--- src/rtl/pwm_pkg.sv ---
// pwm_pkg: shared width, dead-time counter width and the duty value type used
// by the PWM compare block and its dead-band sub-module.
package pwm_pkg;

   // Default width of the count and duty buses (matches the upstream counter).
   localparam int PWM_W_DEFAULT = 8;

   // Width of the dead-time down-counter; holds DEAD values 1..15.
   localparam int DEAD_CNT_W = 4;

   typedef logic [PWM_W_DEFAULT-1:0] duty_t;

endpackage

--- src/rtl/pwm_deadband.sv ---
// pwm_deadband: turns the raw compare result into a pair of non-overlapping
// complementary outputs. Every edge of r reloads a down-counter with DEAD,
// and both outputs are held low while it is nonzero. A phase of r shorter
// than DEAD cycles never reaches its output.
//
// Ports:
//   clk  in   rising-edge clock
//   rst  in   synchronous active-high reset (counter cleared, outputs low)
//   r    in   raw compare result (count < eff), combinational
//   p    out  true output, registered
//   n    out  complementary output, registered
module pwm_deadband
   import pwm_pkg::*;
#(
   parameter int DEAD = 2
) (
   input  logic clk,
   input  logic rst,
   input  logic r,
   output logic p,
   output logic n
);

   logic                  r_prev_q, r_prev_d;
   logic [DEAD_CNT_W-1:0] cnt_q, cnt_d;
   logic                  p_q, p_d;
   logic                  n_q, n_d;

   always_comb begin
      r_prev_d = r;
      cnt_d    = cnt_q;
      if (r != r_prev_q) begin
         cnt_d = DEAD_CNT_W'(DEAD);
      end else if (cnt_q != '0) begin
         cnt_d = cnt_q - DEAD_CNT_W'(1);
      end
      // Outputs follow the counter value being loaded this cycle, so an edge
      // blanks both outputs starting on the very next registered sample.
      p_d = r & (cnt_d == '0);
      n_d = ~r & (cnt_d == '0);
   end

   always_ff @(posedge clk) begin
      if (rst) begin
         r_prev_q <= 1'b0;
         cnt_q    <= '0;
         p_q      <= 1'b0;
         n_q      <= 1'b0;
      end else begin
         r_prev_q <= r_prev_d;
         cnt_q    <= cnt_d;
         p_q      <= p_d;
         n_q      <= n_d;
      end
   end

   assign p = p_q;
   assign n = n_q;

endmodule

--- src/rtl/pwm_compare.sv ---
// pwm_compare: converts a free-running count into a PWM waveform with a
// double-buffered duty. A valid/ready write loads a shadow register; the
// shadow becomes the active duty only at the next period boundary (count
// returning to 0, either by wrap or by an upstream counter reset).
//
// Optional feature macro: PWM_COMPLEMENTARY_EN adds the pwm_n port and a
// dead-time stage (pwm_deadband) in front of both outputs.
//
// Ports:
//   clk           in   rising-edge clock shared with the counter
//   rst           in   synchronous active-high reset
//   count         in   count from the upstream counter
//   duty_valid    in   duty write request (hold until accepted)
//   duty_in       in   requested duty
//   duty_ready    out  no update pending; a write is accepted this cycle
//   duty_active   out  duty currently in force
//   pwm_out       out  PWM output, 1-cycle latency from count
//   period_start  out  one-cycle pulse on a period boundary
//   match         out  one-cycle pulse when count equals the compare value
//   pwm_n         out  complementary output (PWM_COMPLEMENTARY_EN only)
module pwm_compare
   import pwm_pkg::*;
#(
   parameter int             W        = PWM_W_DEFAULT,
   parameter logic [W-1:0]   DUTY_RST = '0,
   parameter int             DEAD     = 2
) (
   input  logic         clk,
   input  logic         rst,
   input  logic [W-1:0] count,
   input  logic         duty_valid,
   input  logic [W-1:0] duty_in,
   output logic         duty_ready,
   output logic [W-1:0] duty_active,
   output logic         pwm_out,
`ifdef PWM_COMPLEMENTARY_EN
   output logic         pwm_n,
`endif
   output logic         period_start,
   output logic         match
);

   logic [W-1:0] count_q, count_d;
   logic         first_q, first_d;
   logic [W-1:0] shadow_q, shadow_d;
   logic         pending_q, pending_d;
   logic [W-1:0] duty_active_q, duty_active_d;
   logic         period_start_q, period_start_d;
   logic         match_q, match_d;

   logic         boundary;
   logic         accept;
   logic         apply;
   logic [W-1:0] eff;
   logic         raw;

   always_comb begin
      // A held count of 0 gives a single boundary; first covers count==0
      // straight out of reset when count_q carries no history.
      boundary = (count == '0) && ((count_q != '0) || first_q);
      accept   = duty_valid && !pending_q;
      apply    = boundary && pending_q;
      // The newly applied duty already governs the count==0 sample.
      eff      = apply ? shadow_q : duty_active_q;
      raw      = (count < eff);

      count_d       = count;
      first_d       = 1'b0;
      shadow_d      = shadow_q;
      pending_d     = pending_q;
      duty_active_d = duty_active_q;

      // accept needs pending=0 and apply needs pending=1, so a write landing
      // on a boundary waits in the shadow for the following boundary.
      if (accept) begin
         shadow_d  = duty_in;
         pending_d = 1'b1;
      end
      if (apply) begin
         duty_active_d = shadow_q;
         pending_d     = 1'b0;
      end

      period_start_d = boundary;
      match_d        = (count == eff);
   end

   always_ff @(posedge clk) begin
      count_q <= count_d;
      if (rst) begin
         first_q        <= 1'b1;
         shadow_q       <= '0;
         pending_q      <= 1'b0;
         duty_active_q  <= DUTY_RST;
         period_start_q <= 1'b0;
         match_q        <= 1'b0;
      end else begin
         first_q        <= first_d;
         shadow_q       <= shadow_d;
         pending_q      <= pending_d;
         duty_active_q  <= duty_active_d;
         period_start_q <= period_start_d;
         match_q        <= match_d;
      end
   end

   assign duty_ready   = !pending_q;
   assign duty_active  = duty_active_q;
   assign period_start = period_start_q;
   assign match        = match_q;

`ifdef PWM_COMPLEMENTARY_EN
   pwm_deadband #(
      .DEAD (DEAD)
   ) u_deadband (
      .clk (clk),
      .rst (rst),
      .r   (raw),
      .p   (pwm_out),
      .n   (pwm_n)
   );
`else
   logic pwm_q, pwm_d;

   // DEAD only shapes the complementary outputs.
   logic unused_dead;
   assign unused_dead = ^DEAD_CNT_W'(DEAD);

   always_comb begin
      pwm_d = raw;
   end

   always_ff @(posedge clk) begin
      if (rst) begin
         pwm_q <= 1'b0;
      end else begin
         pwm_q <= pwm_d;
      end
   end

   assign pwm_out = pwm_q;
`endif

endmodule
--- config.mk ---
export PLATFORM = sky130hd
export DESIGN_NAME = pwm_compare
export DESIGN_NICKNAME = d
export VERILOG_FILES = /design/src/rtl/pwm_pkg.sv /design/src/rtl/pwm_deadband.sv /design/src/rtl/pwm_compare.sv
export SDC_FILE = /design/constraint.sdc
export NUM_CORES = 1
export LEC_CHECK = 0
export ABC_AREA = 0
export CORE_MARGIN = 8
export CORE_UTILIZATION = 41
export CTS_CLUSTER_DIAMETER = 50
export DETAILED_ROUTE_END_ITERATION = 8
export PLACE_DENSITY = 0.69
export SYNTH_ARGS = -nofsm -noshare
export SYNTH_HDL_FRONTEND = slang
export SYNTH_SLANG_ARGS = --single-unit
--- constraint.sdc ---
create_clock -name clk -period 3.4 [get_ports clk]
set_input_delay 1.02 -clock clk [delete_from_list [all_inputs] [get_ports clk]]
set_output_delay 1.02 -clock clk [all_outputs]
set_load 0.02 [all_outputs]
==> flow_metrics.env <==
export IMPL_path_depth=9
export IMPL_r2r_slack_ns=0.90
export IMPL_first_global_vias=1102
export IMPL_start_kind="primary input"
export IMPL_die_area_um2=4910
export IMPL_row_count=19
export IMPL_synth_top_family_by_area="simple AND/OR/NAND/NOR gates"
export IMPL_wirelength_um=2880
export IMPL_syn_area_um2=1200
export IMPL_fin_crit_sh_pct=94.5
export IMPL_num_vias=1006
export IMPL_crit_type="in -> reg"
export IMPL_worstPathRequired_ns=3.60
export IMPL_areaGrowthSynthToFinish_pct=39.7
export IMPL_rsz0062_at_grt="no"
export IMPL_wl_met3_um=189
export IMPL_rr_worst_depth=8
export IMPL_fmaxAchievable_mhz=311
export IMPL_portBuffers=30
export IMPL_drive_gt1_share_pct=16.5
export IMPL_endpoint_kind="flop"
export IMPL_final_util_pct=60.8
export IMPL_multi_input_area_um2=574
export IMPL_clockBufferDepth=2
export IMPL_synth_simple_gate_area_share_pct=22.1
export IMPL_final_antenna_net_count=0
export IMPL_core_area_um2=2760
export IMPL_cts_tree="built"
export IMPL_firstDrtPassIters=4
export IMPL_skew_ns=0.00753
export IMPL_synth_compound_area_share_pct=10.6
export IMPL_syn_inst=117
export IMPL_crit_chain="clkdlybuf4s50_1, nor4_4, and2_1, nand4_1, and2_1, ha_1, a21o_1, a21o_1, a2111oi_1"
export IMPL_cts_max_level=2
export IMPL_max_stage_delay_ns=0.47
export IMPL_finalSetupViolCount=0
export IMPL_layout_nets=191
export IMPL_ys_seq_area_share_pct=48.4
export IMPL_ys_types=24
export IMPL_ios=31
export IMPL_insertion_delay_ns=0.32
export IMPL_post_cts_setup_buffers=0
export IMPL_fillers=259
export IMPL_fin_setup_tns_ns=0
export IMPL_min_path_type="reg -> reg"
export IMPL_hp_start="shadow_q[7]$_SDFFE_PP0P_"
export IMPL_period_needed_ns=3.21
export IMPL_track_usage_pct=12.6
export IMPL_leakage_nw=0.652
export IMPL_synth_area_per_cell_um2=10.3
export IMPL_cp_slowest_cell="clkdlybuf4s50_1"
export IMPL_vdd_drop_max_mv=0.370
export IMPL_overflow=0
export IMPL_crit_end="pwm_out$_SDFF_PP0_"
export IMPL_cp_max_fo=4
export IMPL_hold_viol_final=0
export IMPL_max_cap_violations=0
export IMPL_relSlewSlack_pct=46.5
export IMPL_power_density_nw_per_um2=383
export IMPL_synth_seq_cells=29
export IMPL_crit_arrival_ns=3.41
export IMPL_wl_met2_um=1280
export IMPL_start_util_pct=43.5
export IMPL_path_delay_family="simple AND/OR/NAND/NOR gates"
export IMPL_grt_max_degree=22
export IMPL_ys_warn_count=0
export IMPL_antenna_found_initial=0
export IMPL_synth_nets=144
export IMPL_drc_errors=0
export IMPL_viasPerCell=5.16
export IMPL_synth_xor_area_share_pct=0
export IMPL_clk_pin_slew_ns=0.09
export IMPL_drt_iter0_drc=21
export IMPL_timing_rr_end="pwm_out$_SDFF_PP0_"
export IMPL_antenna_cells=0
export IMPL_cts_buffers=5
export IMPL_cp_startpoint="count[7]"
export IMPL_drt_met1_wl_um=1370
export IMPL_gp_congestion=0.873
export IMPL_die_w_um=70.1
export IMPL_r2r_start="count_q[2]$_DFF_P_"
export IMPL_top_layer_used="met4"
export IMPL_clockRootBuffer="clkbuf_4"
export IMPL_path_buf_inv=1
export IMPL_slew_violations=0
export IMPL_synthAdderAreaFrac_pct=8.34
export IMPL_seqCellArea_um2=581
export IMPL_status="finished clean"
export IMPL_synth_area_mux_share_pct=6.67
export IMPL_hpwl_um=2270
export IMPL_die_h_um=70.1
export IMPL_clock_sinks=29
export IMPL_wl_per_cell_um=14.8
export IMPL_grt_pass1_wl_um=5010
export IMPL_worst_slew_pin_slew_ns=0.800
-- cells by family (layout without fill, tap and decap cells) --
| logic type | after synthesis | count (layout) |
|---|---|---|
| and+or+nand+nor | 41 | 41 |
| DFF | 29 | 29 |
| buffers and inverters | 8 | 55 |
| adders and majority gates | 8 | 8 |
| muxes | 8 | 8 |
| AOI/OAI and AO/OA | 23 | 23 |
-- worst min-delay path by stage --
stage / to / slack [ns] / depth (start not counted)
2_1_floorplan: shadow_q[0]$_SDFFE_PP0P_ / 0.46 / 2
3_3_place_gp: shadow_q[2]$_SDFFE_PP0P_ / 0.48 / 2
3_5_place_dp: shadow_q[7]$_SDFFE_PP0P_ / 0.49 / 2
4_1_cts: shadow_q[7]$_SDFFE_PP0P_ / 0.52 / 2
5_1_grt: duty_active[7]$_SDFF_PP0_ / 0.55 / 2
6_report: shadow_q[7]$_SDFFE_PP0P_ / 0.51 / 2
-- final cells by class --
type	instances	area share, %
clock buffer	7	3.28
timing repair buffer	46	25.1
tap	31	2.31
inverter	2	0.448
multi-input combinational	80	34.3
sequential	29	34.6
-- placed cells by master, fill, tap and decap left out, drive strengths merged --
| master | Yosys | final |
|---|---|---|
| ha | 8 | 8 |
| nor2 | 11 | 11 |
| clkbuf | 2 | 7 |
| nor2b | 2 | 2 |
| a2111oi | 1 | 1 |
| and3 | 1 | 1 |
| nor4 | 3 | 3 |
| o22ai | 1 | 1 |
| mux2i | 8 | 8 |
| inv | 2 | 2 |
| a21o | 2 | 2 |
| dfxtp | 29 | 29 |
| nand2 | 2 | 2 |
| nor3 | 2 | 2 |
| o211ai | 1 | 1 |
| nand3 | 2 | 2 |
| a21oi | 10 | 10 |
| and2 | 8 | 8 |
| clkdlybuf4s50 | 0 | 30 |
| nand4 | 10 | 10 |
| buf | 4 | 16 |
| o21ai | 8 | 8 |
-- worst reg2reg max path, delay by kind of cell (launching register included) --
kind,cells,cell delay (ns)
and+or+nand+nor,3,0.90
AOI/OAI and AO/OA,4,0.89
DFF,1,0.31
adders and majority gates,1,0.28
-- report_power, final --
| group | switching, mW | internal [mW] | leakage (nW) |
|---|---|---|---|
| Clock | 0.112 | 0.0974 | 0.0314 |
| Sequential | 0.00857 | 0.352 | 0.239 |
| Combinational | 0.0299 | 0.0417 | 0.382 |
| Total | 0.151 | 0.492 | 0.652 |
-- state kept, by name (all words and copies together) (netlist names) --
register and cells:
duty_active 8, period_start 1, pending_q 1, shadow_q 8
count_q 8, pwm_out 1, match 1, first_q 1
-- repair_timing --
action / 4_1_cts / 5_1_grt
gates resized for setup: 0 / 1
hold buffers: 0 / 0
setup endpoints to repair: 0 / 1
-- through the flow --
| step | area (um^2) | setup WS (ns) | instances | power (mW) | hold WS (ns) |
|---|---|---|---|---|---|
| finish | 1680 | 0.189 | 195 | 0.643 | 0.514 |
| floorplan | 1200 | 0.515 | 117 | 0.397 | 0.461 |
| global route | 1680 | 0.0184 | 195 | 0.677 | 0.545 |
| detailed placement | 1620 | -0.165 | 188 | 0.440 | 0.489 |
| CTS | 1680 | 0.145 | 195 | 0.649 | 0.517 |
| global placement | 1620 | -0.0281 | 188 | 0.438 | 0.483 |
-- cells in the mapped netlist --
library cell,n,area (um^2)
dfxtp_1,29,581
nor2_1,11,41.3
a21oi_1,10,50.1
nand4_1,10,62.6
and2_1,8,50.1
ha_1,8,100
mux2i_1,8,80.1
o21ai_1,8,40.0
a21o_1,2,15.0
buf_4,2,15.0
clkbuf_1,2,7.51
inv_1,2,7.51
nand2_1,2,7.51
nand3_2,2,20.0
nor2b_1,2,12.5
nor3_1,2,10.0
nor4_4,2,42.5
a2111oi_0,1,8.76
and3_1,1,6.26
buf_2,1,5.00
buf_6,1,11.3
nor4_2,1,12.5
o211ai_1,1,7.51
o22ai_1,1,6.26
-- routing by layer --
| layer | vias to the layer above | global-route usage [%] |
|---|---|---|
| met4 | 0 | 4.02 |
| met3 | 6 | 6.36 |
| met2 | 37 | 20.0 |
| met5 | - | 0 |
| li1 | 515 | - |
| met1 | 448 | 14.4 |
Power figures use the tool's default switching activity.
